## config.mk

```make
export PLATFORM = sky130hd
export DESIGN_NAME = pfiform_pop_serializer_flat
export DESIGN_NICKNAME = d
export VERILOG_FILES = /design/src/rtl/pfiform_pop_serializer_if.sv /design/src/rtl/pfiform_pop_serializer.sv /design/src/flat_wrapper.sv
export SDC_FILE = /design/constraint.sdc
export NUM_CORES = 1
export LEC_CHECK = 0
export ABC_CLOCK_PERIOD_IN_PS = 53500
export CORE_AREA = 5 5 233 167
export CTS_BUF_LIST = sky130_fd_sc_hd__clkbuf_16
export DETAILED_ROUTE_END_ITERATION = 8
export DIE_AREA = 0 0 238 172
export GPL_ROUTABILITY_DRIVEN = 0
export MAX_ROUTING_LAYER = met4
export PLACE_DENSITY = 0.91
export SYNTH_ARGS = -nofsm -noshare
export SYNTH_HDL_FRONTEND = slang
export SYNTH_SLANG_ARGS = --single-unit
```

## constraint.sdc

```tcl
create_clock -name i_core_clk -period 53.5 [get_ports i_core_clk]
set_input_delay 5.35 -clock i_core_clk [delete_from_list [all_inputs] [get_ports i_core_clk]]
set_output_delay 5.35 -clock i_core_clk [all_outputs]
set_load 0.02 [all_outputs]
```

## src/rtl/pfiform_pop_serializer_if.sv

```systemverilog
// Signal bundle between the PFIFORM pop FIFO, pfiform_pop_serializer and its beat sink.
// slave = serializer view, master = FIFO/sink (or bench) view.
interface pfiform_pop_serializer_if #(
  parameter int OUT_BYTES = 4
);
  logic                   PopEnable;
  logic                   PopPermit;
  logic [4:0]             PopAmout;
  logic [255:0]           PopData;
  logic [8*OUT_BYTES-1:0] o_data;
  logic [OUT_BYTES-1:0]   o_byte_en;
  logic                   o_valid;
  logic                   o_last;
  logic                   i_ready;

  modport slave (
    input  PopEnable, PopAmout, PopData, i_ready,
    output PopPermit, o_data, o_byte_en, o_valid, o_last
  );

  modport master (
    output PopEnable, PopAmout, PopData, i_ready,
    input  PopPermit, o_data, o_byte_en, o_valid, o_last
  );
endinterface

```

## src/rtl/pfiform_pop_serializer.sv

```systemverilog
// Splits 256-bit PFIFORM pop words into OUT_BYTES-wide beats through a 2-entry buffer.
// Optional emitted-byte counter on o_byte_cnt is enabled by defining PFISER_STATS_EN.
module pfiform_pop_serializer #(
  parameter int OUT_BYTES = 4,
  parameter int BUF_DEPTH = 2
) (
  input  logic                    i_core_clk,
  input  logic                    i_rx_rst,
  pfiform_pop_serializer_if.slave bus,
  output logic                    o_ovf_err,
  output logic [31:0]             o_byte_cnt
);
  localparam int NBEATS  = 32 / OUT_BYTES;
  localparam int KW      = (NBEATS > 1) ? $clog2(NBEATS) : 1;
  localparam int OB_LOG2 = $clog2(OUT_BYTES);
  localparam int DW      = 8 * OUT_BYTES;

  typedef enum logic {S_IDLE = 1'b0, S_SEND = 1'b1} state_e;

  state_e        state_q, state_d;
  logic [KW-1:0] k_q, k_d;
  logic [1:0]    occ_q, occ_d;
  logic          hd_q, hd_d;
  logic          permit_q;
  logic          ovf_q;
  logic [255:0]  data_q [2];
  logic [4:0]    amt_q  [2];

  logic [255:0]    head_data_s;
  logic [DW-1:0]   shifted_s;
  logic [4:0]      head_amt_s;
  logic [4:0]      nxt_amt_s;
  logic [5:0]      base_s;
  logic            valid_s, last_s, fire_s, accept_s, release_s, tail_s, nxt_go_s;
  logic [OUT_BYTES-1:0] be_s;
  logic [DW-1:0]   beat_s;

  assign head_data_s = data_q[hd_q];
  assign head_amt_s  = amt_q[hd_q];
  assign valid_s     = (state_q == S_SEND);
  assign fire_s      = valid_s & bus.i_ready;
  assign accept_s    = bus.PopEnable & permit_q;
  assign tail_s      = hd_q ^ occ_q[0];
  assign base_s      = 6'(k_q) << OB_LOG2;
  assign last_s      = ((base_s + 6'(OUT_BYTES)) >= {1'b0, head_amt_s});
  assign shifted_s   = DW'(head_data_s >> {base_s, 3'b000});

  // Head release: last beat handshaken, or an empty (amt=0) word skipped while idle
  always_comb begin
    release_s = 1'b0;
    case (state_q)
      S_IDLE: begin
        if ((occ_q != 2'd0) && (head_amt_s == 5'd0)) release_s = 1'b1;
        else                                         release_s = 1'b0;
      end
      S_SEND:  release_s = fire_s & last_s;
      default: release_s = 1'b0;
    endcase
  end

  assign occ_d = occ_q + {1'b0, accept_s} - {1'b0, release_s};
  assign hd_d  = hd_q ^ release_s;
  // The entry becoming head may be the one written at this very edge.
  assign nxt_amt_s = (accept_s && (tail_s == hd_d)) ? bus.PopAmout : amt_q[hd_d];
  assign nxt_go_s  = (occ_d != 2'd0) && (nxt_amt_s != 5'd0);

  // Serializer next-state and beat index
  always_comb begin
    state_d = state_q;
    k_d     = k_q;
    case (state_q)
      S_IDLE: begin
        k_d = {KW{1'b0}};
        if (nxt_go_s) state_d = S_SEND;
        else          state_d = S_IDLE;
      end
      S_SEND: begin
        if (fire_s && last_s) begin
          k_d = {KW{1'b0}};
          if (nxt_go_s) state_d = S_SEND;
          else          state_d = S_IDLE;
        end else if (fire_s) begin
          k_d     = k_q + KW'(1);
          state_d = S_SEND;
        end else begin
          k_d     = k_q;
          state_d = S_SEND;
        end
      end
      default: begin
        state_d = S_IDLE;
        k_d     = {KW{1'b0}};
      end
    endcase
  end

  // Control state, occupancy and status flags
  always_ff @(posedge i_core_clk) begin
    if (i_rx_rst) begin
      state_q  <= S_IDLE;
      k_q      <= {KW{1'b0}};
      occ_q    <= 2'd0;
      hd_q     <= 1'b0;
      permit_q <= 1'b0;
      ovf_q    <= 1'b0;
    end else begin
      state_q  <= state_d;
      k_q      <= k_d;
      occ_q    <= occ_d;
      hd_q     <= hd_d;
      permit_q <= (occ_d < 2'(BUF_DEPTH));
      ovf_q    <= ovf_q | (bus.PopEnable & ~permit_q);
    end
  end

  // Word storage; contents are don't-care while the slot is empty
  always_ff @(posedge i_core_clk) begin
    if (!i_rx_rst && accept_s) begin
      data_q[tail_s] <= bus.PopData;
      amt_q[tail_s]  <= bus.PopAmout;
    end
  end

  // Beat assembly with bytes beyond the word length forced to zero
  always_comb begin
    be_s   = {OUT_BYTES{1'b0}};
    beat_s = {DW{1'b0}};
    for (int j = 0; j < OUT_BYTES; j++) begin
      be_s[j] = valid_s & ((base_s + 6'(j)) < {1'b0, head_amt_s});
      if (be_s[j]) beat_s[8*j +: 8] = shifted_s[8*j +: 8];
      else         beat_s[8*j +: 8] = 8'h00;
    end
  end

  assign bus.o_valid   = valid_s;
  assign bus.o_last    = valid_s & last_s;
  assign bus.o_byte_en = be_s;
  assign bus.o_data    = beat_s;
  assign bus.PopPermit = permit_q;
  assign o_ovf_err     = ovf_q;

`ifdef PFISER_STATS_EN
  function automatic logic [31:0] popcount(input logic [OUT_BYTES-1:0] v);
    logic [31:0] c;
    c = 32'd0;
    for (int i = 0; i < OUT_BYTES; i++) c = c + {31'd0, v[i]};
    return c;
  endfunction

  logic [31:0] cnt_q;

  // Emitted-byte statistic, wraps naturally at 2^32
  always_ff @(posedge i_core_clk) begin
    if (i_rx_rst)    cnt_q <= 32'd0;
    else if (fire_s) cnt_q <= cnt_q + popcount(be_s);
    else             cnt_q <= cnt_q;
  end

  assign o_byte_cnt = cnt_q;
`else
  assign o_byte_cnt = 32'd0;
`endif
endmodule

```

## src/flat_wrapper.sv

```systemverilog
// flat-port wrapper written by rule: the top's interface ports become plain ports
module pfiform_pop_serializer_flat 
#(
  parameter int OUT_BYTES = 4,
  parameter int BUF_DEPTH = 2
)
  (i_core_clk, i_rx_rst, o_ovf_err, o_byte_cnt, bus_PopEnable, bus_PopAmout, bus_PopData, bus_i_ready, bus_PopPermit, bus_o_data, bus_o_byte_en, bus_o_valid, bus_o_last);
  pfiform_pop_serializer_if #(.OUT_BYTES(OUT_BYTES)) bus_i ();
  input  logic i_core_clk;
  input  logic i_rx_rst;
  output logic o_ovf_err;
  output logic [31:0] o_byte_cnt;
  input wire logic [$bits(bus_i.PopEnable)-1:0] bus_PopEnable;
  input wire logic [$bits(bus_i.PopAmout)-1:0] bus_PopAmout;
  input wire logic [$bits(bus_i.PopData)-1:0] bus_PopData;
  input wire logic [$bits(bus_i.i_ready)-1:0] bus_i_ready;
  output wire logic [$bits(bus_i.PopPermit)-1:0] bus_PopPermit;
  output wire logic [$bits(bus_i.o_data)-1:0] bus_o_data;
  output wire logic [$bits(bus_i.o_byte_en)-1:0] bus_o_byte_en;
  output wire logic [$bits(bus_i.o_valid)-1:0] bus_o_valid;
  output wire logic [$bits(bus_i.o_last)-1:0] bus_o_last;
  assign bus_i.PopEnable = bus_PopEnable;
  assign bus_i.PopAmout = bus_PopAmout;
  assign bus_i.PopData = bus_PopData;
  assign bus_i.i_ready = bus_i_ready;
  assign bus_PopPermit = bus_i.PopPermit;
  assign bus_o_data = bus_i.o_data;
  assign bus_o_byte_en = bus_i.o_byte_en;
  assign bus_o_valid = bus_i.o_valid;
  assign bus_o_last = bus_i.o_last;
  pfiform_pop_serializer #(.OUT_BYTES(OUT_BYTES), .BUF_DEPTH(BUF_DEPTH)) u_core (.i_core_clk(i_core_clk), .i_rx_rst(i_rx_rst), .bus(bus_i), .o_ovf_err(o_ovf_err), .o_byte_cnt(o_byte_cnt));
endmodule
```

==> results of run 1 <==
-- metal layers --
metal,part of all wire,track usage,up-vias
met4,0.023,0.0646,0
met5,0,-,-
li1,-,-,4391
met3,0.069,0.0483,74
met2,0.52,0.380,487
met1,0.39,0.302,5336
-- cells in the mapped netlist, drive strengths merged, types with 2 or more instances --
cell	n
a21o	3
a21oi	10
and3	16
buf	62
clkbuf	10
dfxtp	9
edfxtp	522
ha	10
inv	14
mux2i	6
mux4	160
nand2	5
nor2	12
nor2b	20
nor3	5
nor3b	3
nor4	2
o21ai	6
or4	3
xnor2	2
xor2	3
-- worst max-delay path by stage --
| stage | start | endpoint | slack [ns] | depth (start not counted) |
|---|---|---|---|---|
| 2_1_floorplan | i_rx_rst | u_core.amt_q[1][0]$_DFFE_PP_ | 27.81 | 2 |
| 3_3_place_gp | u_core.k_q[0]$_SDFFE_PP0P_ | bus_o_data[23] | 44.10 | 8 |
| 3_5_place_dp | u_core.hd_q$_SDFF_PP0_ | bus_o_data[18] | 43.94 | 8 |
| 4_1_cts | u_core.hd_q$_SDFF_PP0_ | bus_o_data[18] | 43.34 | 8 |
| 5_1_grt | u_core.hd_q$_SDFF_PP0_ | bus_o_data[23] | 43.10 | 8 |
| 6_report | u_core.hd_q$_SDFF_PP0_ | bus_o_data[18] | 43.42 | 8 |
-- metrics by stage --
step	area [sq um]	hold slack (ns)	instances
global placement	24200	0.446	1657
finish	25700	0.483	1753
CTS	25700	0.489	1744
floorplan	20900	0.515	926
detailed placement	24200	0.474	1657
global route	25700	0.542	1753
-- layout by cell type, fill, tap and decap left out, drive strengths merged --
| master | count |
|---|---|
| nor4b | 1 |
| dfxtp | 9 |
| bufinv | 4 |
| a2111oi | 1 |
| nor4 | 2 |
| inv | 23 |
| mux2i | 6 |
| o2111a | 1 |
| or2 | 1 |
| mux4 | 160 |
| nor2b | 20 |
| clkdlybuf4s50 | 304 |
| nand4b | 1 |
| clkinvlp | 3 |
| a31oi | 1 |
| and3 | 16 |
| a221oi | 1 |
| buf | 11 |
| clkinv | 22 |
| nor3 | 5 |
| nand2 | 5 |
| and2 | 1 |
| o211ai | 1 |
| edfxtp | 522 |
| or4 | 3 |
| ha | 10 |
| a21oi | 10 |
| o21ai | 6 |
| conb | 32 |
| nand2b | 1 |
| xor2 | 3 |
| o21a | 1 |
| nor2 | 12 |
| clkbuf | 49 |
| diode | 9 |
| nor3b | 3 |
| xnor2 | 2 |
| a21o | 3 |
-- layout make-up --
class,instances,share of cell area
flip-flops and latches,531,0.617
repair buffers,315,0.122
well taps,488,0.0237
inverters,14,0.00204
clock buffers,49,0.0476
clock inverters,38,0.0114
multi-input cells,309,0.176
diodes,9,0.000875
-- worst reg2reg max path: cells and delay by family, from the launching register on --
family | cells | cell delay, ns
flip-flops | 1 | 0.99
AND/OR/NAND/NOR | 2 | 0.31
XOR/XNOR | 2 | 0.43
buffers and inverters | 3 | 1.06
AO/OA/AOI/OAI | 5 | 1.00
adder cells (fa/ha/maj) | 4 | 1.26
-- registers in the layout, indices dropped and copies added, names as in the netlist --
register              cells
u_core.amt_q             10
u_core.bus.PopPermit      1
u_core.bus.o_valid        1
u_core.data_q           512
u_core.hd_q               1
u_core.k_q                3
u_core.o_ovf_err          1
u_core.occ_q              2
-- power by group --
part / internal (W) / switching, W / total, W
logic: 0.0000717 / 0.0000698 / 0.000141
registers: 0.000483 / 0.0000115 / 0.000495
clock network: 0.000186 / 0.000147 / 0.000333
total: 0.000741 / 0.000228 / 0.000969
-- logic make-up (layout without fill, tap and decap cells) --
logic type,count (synthesis),after routing,share of synthesized area
adders and majority gates,10,10,0.00602
xor gates and xnor gates,5,5,0.00211
other,1,41,0.000180
and+or+nand+nor,71,71,0.0198
DFF,531,531,0.763
AOI/OAI and AO/OA,25,25,0.00735
muxes,166,166,0.176
buffers and inverters,86,416,0.0251
==> run metrics, run 1 <==
outcome finished, final reports clean; hold endpoint u_core.o_ovf_err$_SDFF_PP0_; die area 40900 sq um; initial antenna violation count 9; slowest CP cell dfxtp_4; postcts setup bufs 0; WP buf/inv 2; Layout area overhead 23.9%; Synth cell types 37; type of origin of the critical path register; post-DR vias/cell 5.87; Least-Margin Pin Slew 1.09 ns; Reg clk slew, reported paths ~0.060 ns; worst clock skew 0.0117 ns; reg2reg start u_core.k_q[0]$_SDFFE_PP0P_; flop-to-flop setup slack 48.44 ns; Max clock buf depth 3; post-synthesis sequential area ratio 0.763; Cell Rows a little under 60; CP max stage delay 0.98 ns; Final Hold Fails 0; Register-to-Register Path Depth 16; routed via count slightly above 10000; grt ovf 0; WP data required 48.15 ns; Post-DP HPWL 29.6 mm; Max Fclk 99.2 MHz; Setup WS pre-CTS 43.94 ns; Cell Chain, Critical Path mux2i_1 > ha_1 > nor2b_1 > o21ai_0 > a21o_1 > inv_1 > and3_1 > clkdlybuf4s50_1; Global Route Usage Sum 0.231; Peak VDD IR between 0.02 and 0.03 mV; vias in the first global route about 11000; Buffers on Ports 304; Reg area around 16000 sq um; kind of critical path register to output port; Ys Warns 0; post_cts resized 0; Iteration-0 DRC Markers 1126; H-tree lvl count 2; Async SR Flop Fraction 0; Initial Util 0.569; CP Capture Type output port; number of remaining DRC errors 0; largest net degree at the start of global routing 158; CTS Hold Bufs 0; Post-Synthesis Cell Area 20800 sq um; number of synthesized flops with an enable pin ~520; CTS sink count 531; HP Start u_core.o_ovf_err$_SDFF_PP0_; Pwr per Cell Area 37.7 nW/um^2; Final WS setup roughly 43 ns; first-pass GRT wire length 68.0 mm; Synth Register Bits 531; crit-path max FO 53; IO Pins 337; core area 36500 sq um; number of iterations in the first detailed-routing pass 5; largest cells by area after synthesis edfxtp_1 75%, mux4_2 17%, buf_4 1.2%, dfxtp_1 0.87%, ha_1 0.60%; Routed wire per std cell 26.5 um; Routed Antenna Nets 0; Hold Crit Class register to register; Die Y 172 um; Max Cap Viol 0; Clock Latency Late Sink about 0.56 ns; r2r endpoint u_core.bus.o_valid$_SDFF_PP0_; Top FF cell, synth edfxtp_1; minimum clock period 10.08 ns; # fillers 2122; Fin Setup TNS 0 ns; Post-Route WL about 46 mm; CTS root buffer clkbuf_16; slew margin rel. 0.274; DIE WIDTH approximately 240 um; share of cells above drive strength 1 0.199; Final setup viols 0; final-report max-slew violation count 0; delay-heaviest family, CP buffers and inverters; Design Power 0.000969 W; multi-input logic area 4530 sq um; Cells after Synth 895; area leader, netlist edfxtp_1; syn_area_per_cell ~23 sq um; Final Util 0.704; number of buffers created by CTS 48; Final #Nets 1494; Final Cycle Share 0.188; Synth top area share 0.754; unrepaired setup endpoints after global routing false; CTS tree built; Worst Path Arrival around 4.7 ns; Lkg Pwr 8.18 nW; hold path depth 2
No activity file was read; power rests on OpenSTA's default activity.
==> run 2, diff against run 1 <==
--- a/config.mk
+++ b/config.mk
@@ -5,14 +5,14 @@
 export SDC_FILE = /design/constraint.sdc
 export NUM_CORES = 1
 export LEC_CHECK = 0
-export ABC_CLOCK_PERIOD_IN_PS = 53500
-export CORE_AREA = 5 5 233 167
+export ABC_CLOCK_PERIOD_IN_PS = 9320
+export CORE_AREA = 5 5 243 174
 export CTS_BUF_LIST = sky130_fd_sc_hd__clkbuf_16
 export DETAILED_ROUTE_END_ITERATION = 8
-export DIE_AREA = 0 0 238 172
+export DIE_AREA = 0 0 248 179
 export GPL_ROUTABILITY_DRIVEN = 0
 export MAX_ROUTING_LAYER = met4
-export PLACE_DENSITY = 0.91
+export PLACE_DENSITY = 0.85
 export SYNTH_ARGS = -nofsm -noshare
 export SYNTH_HDL_FRONTEND = slang
 export SYNTH_SLANG_ARGS = --single-unit
==> constraint.sdc (replaced) <==
create_clock -name i_core_clk -period 9.32 [get_ports i_core_clk]
set_input_delay 0.932 -clock i_core_clk [delete_from_list [all_inputs] [get_ports i_core_clk]]
set_output_delay 0.932 -clock i_core_clk [all_outputs]
set_load 0.02 [all_outputs]
==> run 2 against run 1 <==
Core utilization shrank 4.5 points; via count grew 0.22%; die area grew 8.4%; clock-buffer cell count grew 4; wire length shrank 1.9%; critical path type unchanged; critical endpoint is now bus_o_data[23]; highest routed layer unchanged.
==> run metrics, run 2 (synthesized netlist as in run 1, its figures left out) <==
number of remaining DRC errors 0 (unchanged); Lkg Pwr 8.31 nW (+1.6%); grt ovf 0 (unchanged); Final #Nets 1497 (+0.20%); core area 39500 sq um (+8.0%); number of iterations in the first detailed-routing pass 5 (unchanged); # fillers 2503 (+18%); Die Y 179 um (+4.1%); unrepaired setup endpoints after global routing false; final-report max-slew violation count 0 (unchanged); Iteration-0 DRC Markers 1016 (-9.8%); number of buffers created by CTS 50 (+4.2%); Worst Path Arrival 4.76 ns (+0.03 ns); Global Route Usage Sum 0.210 (-0.0209); Buffers on Ports 304 (unchanged); routed via count 10300 (+0.22%); CP max stage delay 0.98 ns (about the same); Hold Crit Class register to register; Final Hold Fails 0 (unchanged); post_cts resized 0 (unchanged); CTS tree built; H-tree lvl count 2 (unchanged); number of flip-flops under the largest register name 512 (unchanged); most common cell after layout, fill and taps aside edfxtp_1; DIE WIDTH 248 um (+4.2%); Reg clk slew, reported paths 0.06 ns (about the same); Layout area overhead 25.1%; Final setup viols 0 (unchanged); kind of critical path register to output port; Cell Rows 61 (+3.4%); CTS sink count 531 (unchanged); die area 44400 sq um (+8.4%); type of origin of the critical path register; Least-Margin Pin Slew 1.13 ns (+0.0404 ns); slowest CP cell buf_4; most frequent cells in the layout 522 x edfxtp_1, 304 x clkdlybuf4s50_1, 160 x mux4_2; Final Cycle Share 0.611; hold slack 0.505 ns (+0.0215 ns); Routed wire per std cell 25.3 um (-4.6%); Post-DP HPWL 29.2 mm (-1.6%); Max Cap Viol 0 (unchanged); Fin Setup TNS 0 ns (unchanged); largest net degree at the start of global routing 162 (+2.5%); Clock Latency Late Sink 0.56 ns (about the same); first-pass GRT wire length 67.3 mm (-1.1%); Routed Antenna Nets 0 (unchanged); Max clock buf depth 3 (unchanged); initial antenna violation count 5 (-4); postcts setup bufs 0 (unchanged); Post-Route WL 45.6 mm (-1.9%); WP data required 8.39 ns (-39.76 ns); crit-path max FO 77 (+45%); vias in the first global route 10900 (-1.2%); Largest regs u_core.data_q x512, u_core.amt_q x10, u_core.k_q x3; CTS Hold Bufs 0 (unchanged); Cell Chain, Critical Path buf_4 > ha_1 > a21oi_1 > o21ai_0 > a21o_1 > inv_1 > and3_1 > clkdlybuf4s50_1; Top reg by flops u_core.data_q; Pwr per Cell Area 222 nW/um^2 (+490%); minimum clock period 5.69 ns; CTS root buffer clkbuf_16; outcome finished, final reports clean; post-DR vias/cell 5.72 (-2.6%); CP Capture Type output port; worst clock skew 0.0129 ns (+0.00115 ns); slew margin rel. 0.247 (-0.0270); Peak VDD IR 0.174 mV (+510%); Max Fclk 176 MHz; share of cells above drive strength 1 0.200 (+0.00127); Initial Util 0.527 (-0.0420); IO Pins 337 (unchanged)
run 2: final cells by class:
cell class,instances,area [sq um],area share
antenna,5,12.5,0.000481
clock buffer,53,1330,0.0510
clock inverter,40,389,0.0150
inverter,14,52.6,0.00202
multi-input combinational,309,4540,0.175
sequential,531,15900,0.610
tap,535,669,0.0257
timing repair buffer,316,3150,0.121
run 2: metal layers:
layer,part of all wire,GRT usage,routed length [um]
met5,0,-,0
met4,0.027,0.0665,1240
met3,0.076,0.0408,3440
met2,0.50,0.328,22900
met1,0.40,0.287,18000
run 2: worst max-delay path, delay by kind of cell (launching register included):
family                     cells  cell delay [ns]
AOI/OAI and AO/OA              3             0.73
DFF                            1             0.96
adders and majority gates      1             0.29
and+or+nand+nor                1             0.22
buffers and inverters          3             1.89
run 2: worst paths after layout:
path,cells after the start,slack (ns),start,end
worst max-delay path,8,3.63,u_core.k_q[0]$_SDFFE_PP0P_,bus_o_data[23]
worst min-delay path,2,0.50,u_core.o_ovf_err$_SDFF_PP0_,u_core.o_ovf_err$_SDFF_PP0_
worst max register to register,17,4.27,u_core.k_q[0]$_SDFFE_PP0P_,u_core.bus.o_valid$_SDFF_PP0_
worst min register to register,2,0.50,u_core.o_ovf_err$_SDFF_PP0_,u_core.o_ovf_err$_SDFF_PP0_
run 2: stage by stage:
stage               instance area, sq um  utilization  std cells  total power, W  worst slack (ns)
finish                             26000        0.659       1803         0.00576              3.63
CTS                                26000        0.659       1798         0.00582              3.56
global placement                   24300        0.615       1705         0.00368              4.30
global route                       26000        0.659       1803         0.00598              3.33
detailed placement                 24300        0.615       1705         0.00371              4.19
floorplan                          20900            -        926         0.00335              1.03
run 2: power breakdown:
part / internal (W) / leakage, nW / switching (W) / total, W
sequential: 0.00277 / 4.81 / 0.0000617 / 0.00284
combinational: 0.000412 / 2.62 / 0.000407 / 0.000818
clock: 0.00125 / 0.884 / 0.000860 / 0.00211
total: 0.00443 / 8.31 / 0.00133 / 0.00576
==> run 3, diff against run 2 <==
--- a/config.mk
+++ b/config.mk
@@ -5,7 +5,7 @@
 export SDC_FILE = /design/constraint.sdc
 export NUM_CORES = 1
 export LEC_CHECK = 0
-export ABC_CLOCK_PERIOD_IN_PS = 9320
+export ABC_CLOCK_PERIOD_IN_PS = 5830
 export CORE_AREA = 5 5 243 174
 export CTS_BUF_LIST = sky130_fd_sc_hd__clkbuf_16
 export DETAILED_ROUTE_END_ITERATION = 8
==> constraint.sdc (replaced) <==
create_clock -name i_core_clk -period 5.83 [get_ports i_core_clk]
set_input_delay 0.583 -clock i_core_clk [delete_from_list [all_inputs] [get_ports i_core_clk]]
set_output_delay 0.583 -clock i_core_clk [all_outputs]
set_load 0.02 [all_outputs]
==> run 3 against run 2 <==
The run now ends with max-capacitance violations left; via count shrank 2.1%; worst hold slack lost 0.010 ns; global-route usage shrank 0.10 points; clock-buffer cell count shrank 4; die area is the same; sequential share of layout area grew 0.26 points; critical path depth shrank 2; critical path type unchanged; total power grew 54%; register-to-register slack lost 2.3 ns; cell count is essentially flat.
==> run metrics, run 3 (synthesized netlist as in run 1, its figures left out) <==
outcome finished with violations; failing checks max-capacitance violations; unrepaired setup endpoints after global routing false; share of cells above drive strength 1 0.193 (-0.00779); Final #Nets 1493 (-0.27%); worst clock skew 0.0172 ns (+0.00436 ns); Max Fclk 207 MHz; number of remaining DRC errors 0 (unchanged); Final setup viols 0 (unchanged); IO Pins 337 (unchanged); Top Usage Layer GRT met2; Design Power 0.00890 W (+54%); Final Hold Fails 0 (unchanged); Max clock buf depth 3 (unchanged); Final Cycle Share 0.829; CP Capture Type output port; WP data required 5.25 ns (-3.14 ns); CTS root buffer clkbuf_16; Die Y 179 um (unchanged); vias in the first global route 10800 (-0.29%); number of buffers created by CTS 49 (-2.0%); type of origin of the critical path register; Layout area overhead 24.6%; Iteration-0 DRC Markers 1023 (+0.69%); die area 44400 sq um (unchanged); post_cts resized 0 (unchanged); DIE WIDTH 248 um (unchanged); Reg clk slew, reported paths 0.06 ns (about the same); core area 39500 sq um (unchanged); Global Route Usage Sum 0.209 (-0.00101); hold slack 0.495 ns (-0.0102 ns); Max Cap Viol 1 (+1); GR Layer Usage met2 0.333 (+0.00502); Least-Margin Pin Slew 1.47 ns (+0.342 ns); Setup WS pre-CTS 1.68 ns (-2.51 ns); Lkg Pwr 8.21 nW (-1.2%); Largest regs u_core.data_q x512, u_core.amt_q x10, u_core.k_q x3; Initial Util 0.527 (unchanged); CTS sink count 531 (unchanged); Final WS setup 0.997 ns (-2.63 ns); Peak VDD IR 0.245 mV (+41%); Cell Rows 61 (unchanged); Buffers on Ports 304 (unchanged); Routed wire per std cell 25.1 um (-0.65%); Post-Route WL 45.3 mm (-0.60%); Top reg by flops u_core.data_q; Post-DP HPWL 29.3 mm (+0.51%); number of flip-flops under the largest register name 512 (unchanged); CTS Hold Bufs 0 (unchanged); placed inst area 24300 sq um (+0.24%); met1 usage 0.278 (-0.00924); Routed Antenna Nets 0 (unchanged); postcts setup bufs 0 (unchanged); Hold Crit Class register to register; largest net degree at the start of global routing 150 (-7.4%); finished layout cell area 25900 sq um (-0.42%); minimum clock period 4.83 ns; initial antenna violation count 13 (+8); grt ovf 0 (unchanged); Worst Path Arrival 4.25 ns (-0.51 ns); crit-path max FO 38 (-51%); most common cell after layout, fill and taps aside edfxtp_1; most frequent cells in the layout 522 x edfxtp_1, 304 x clkdlybuf4s50_1, 160 x mux4_2; H-tree lvl count 2 (unchanged); Pwr per Cell Area 344 nW/um^2 (+55%); routed via count 10100 (-2.1%); kind of critical path register to output port; final-report max-slew violation count 0 (unchanged); post-DR vias/cell 5.60 (-2.1%); first-pass GRT wire length 66.7 mm (-0.87%); number of iterations in the first detailed-routing pass 5 (unchanged); met3 Track Usage GR 0.0510 (+0.0101); CTS tree built; slew margin rel. 0.0122 (-0.235); Clock Latency Late Sink 0.57 ns (about the same)
## run 3: cell count changes in the layout (fill, tap and decap cells not counted), sizes merged
cell / delta
clkinvlp: +2
clkinv: +2
diode: +7
clkbuf: -4
buf: -3
bufinv: -4
inv: +1
## run 3: cell type report
type                    count  area [sq um]
flip-flops and latches    531         15900
clock inverters            41           303
multi-input cells         309          4560
inverters                  14          52.6
diodes                     12          30.0
clock buffers              49          1230
repair buffers            313          3190
fillers                  2555         13600
well taps                 535           669
## run 3: path summary, 6_finish.rpt
path / startpoint / to / slack, ns / cells past startpoint
worst min register to register: u_core.o_ovf_err$_SDFF_PP0_ / u_core.o_ovf_err$_SDFF_PP0_ / 0.49 / 2
worst max register to register: u_core.hd_q$_SDFF_PP0_ / u_core.bus.o_valid$_SDFF_PP0_ / 2.01 / 15
worst min-delay path: u_core.o_ovf_err$_SDFF_PP0_ / u_core.o_ovf_err$_SDFF_PP0_ / 0.49 / 2
worst max-delay path: u_core.hd_q$_SDFF_PP0_ / bus_o_data[28] / 1.0 / 6
## run 3: critical path: stages, from the launching register on
cell and delay [ns]:
dfxtp_4 0.80, mux2i_1 0.39, ha_1 0.31, nor2b_1 0.14, o21ai_1 1.11, and3_1 0.32, clkdlybuf4s50_1 0.62
## run 3: through the flow
step	utilization	setup TNS, ns	instances
CTS	0.655	0	1792
finish	0.656	0	1804
floorplan	-	-1046.50	926
global route	0.656	0	1803
detailed placement	0.617	0	1702
global placement	0.617	0	1702
## run 3: report_power, final
group	internal, W	switching, W
sequential	0.00443	0.0000912
clock	0.00171	0.00135
combinational	0.000668	0.000655
## run 3: routing by layer
metal  up-vias  wire, um
met2       407     22800
met3        72      3390
met5         -         0
met1      5221     18100
li1       4399         -
met4         0      1070
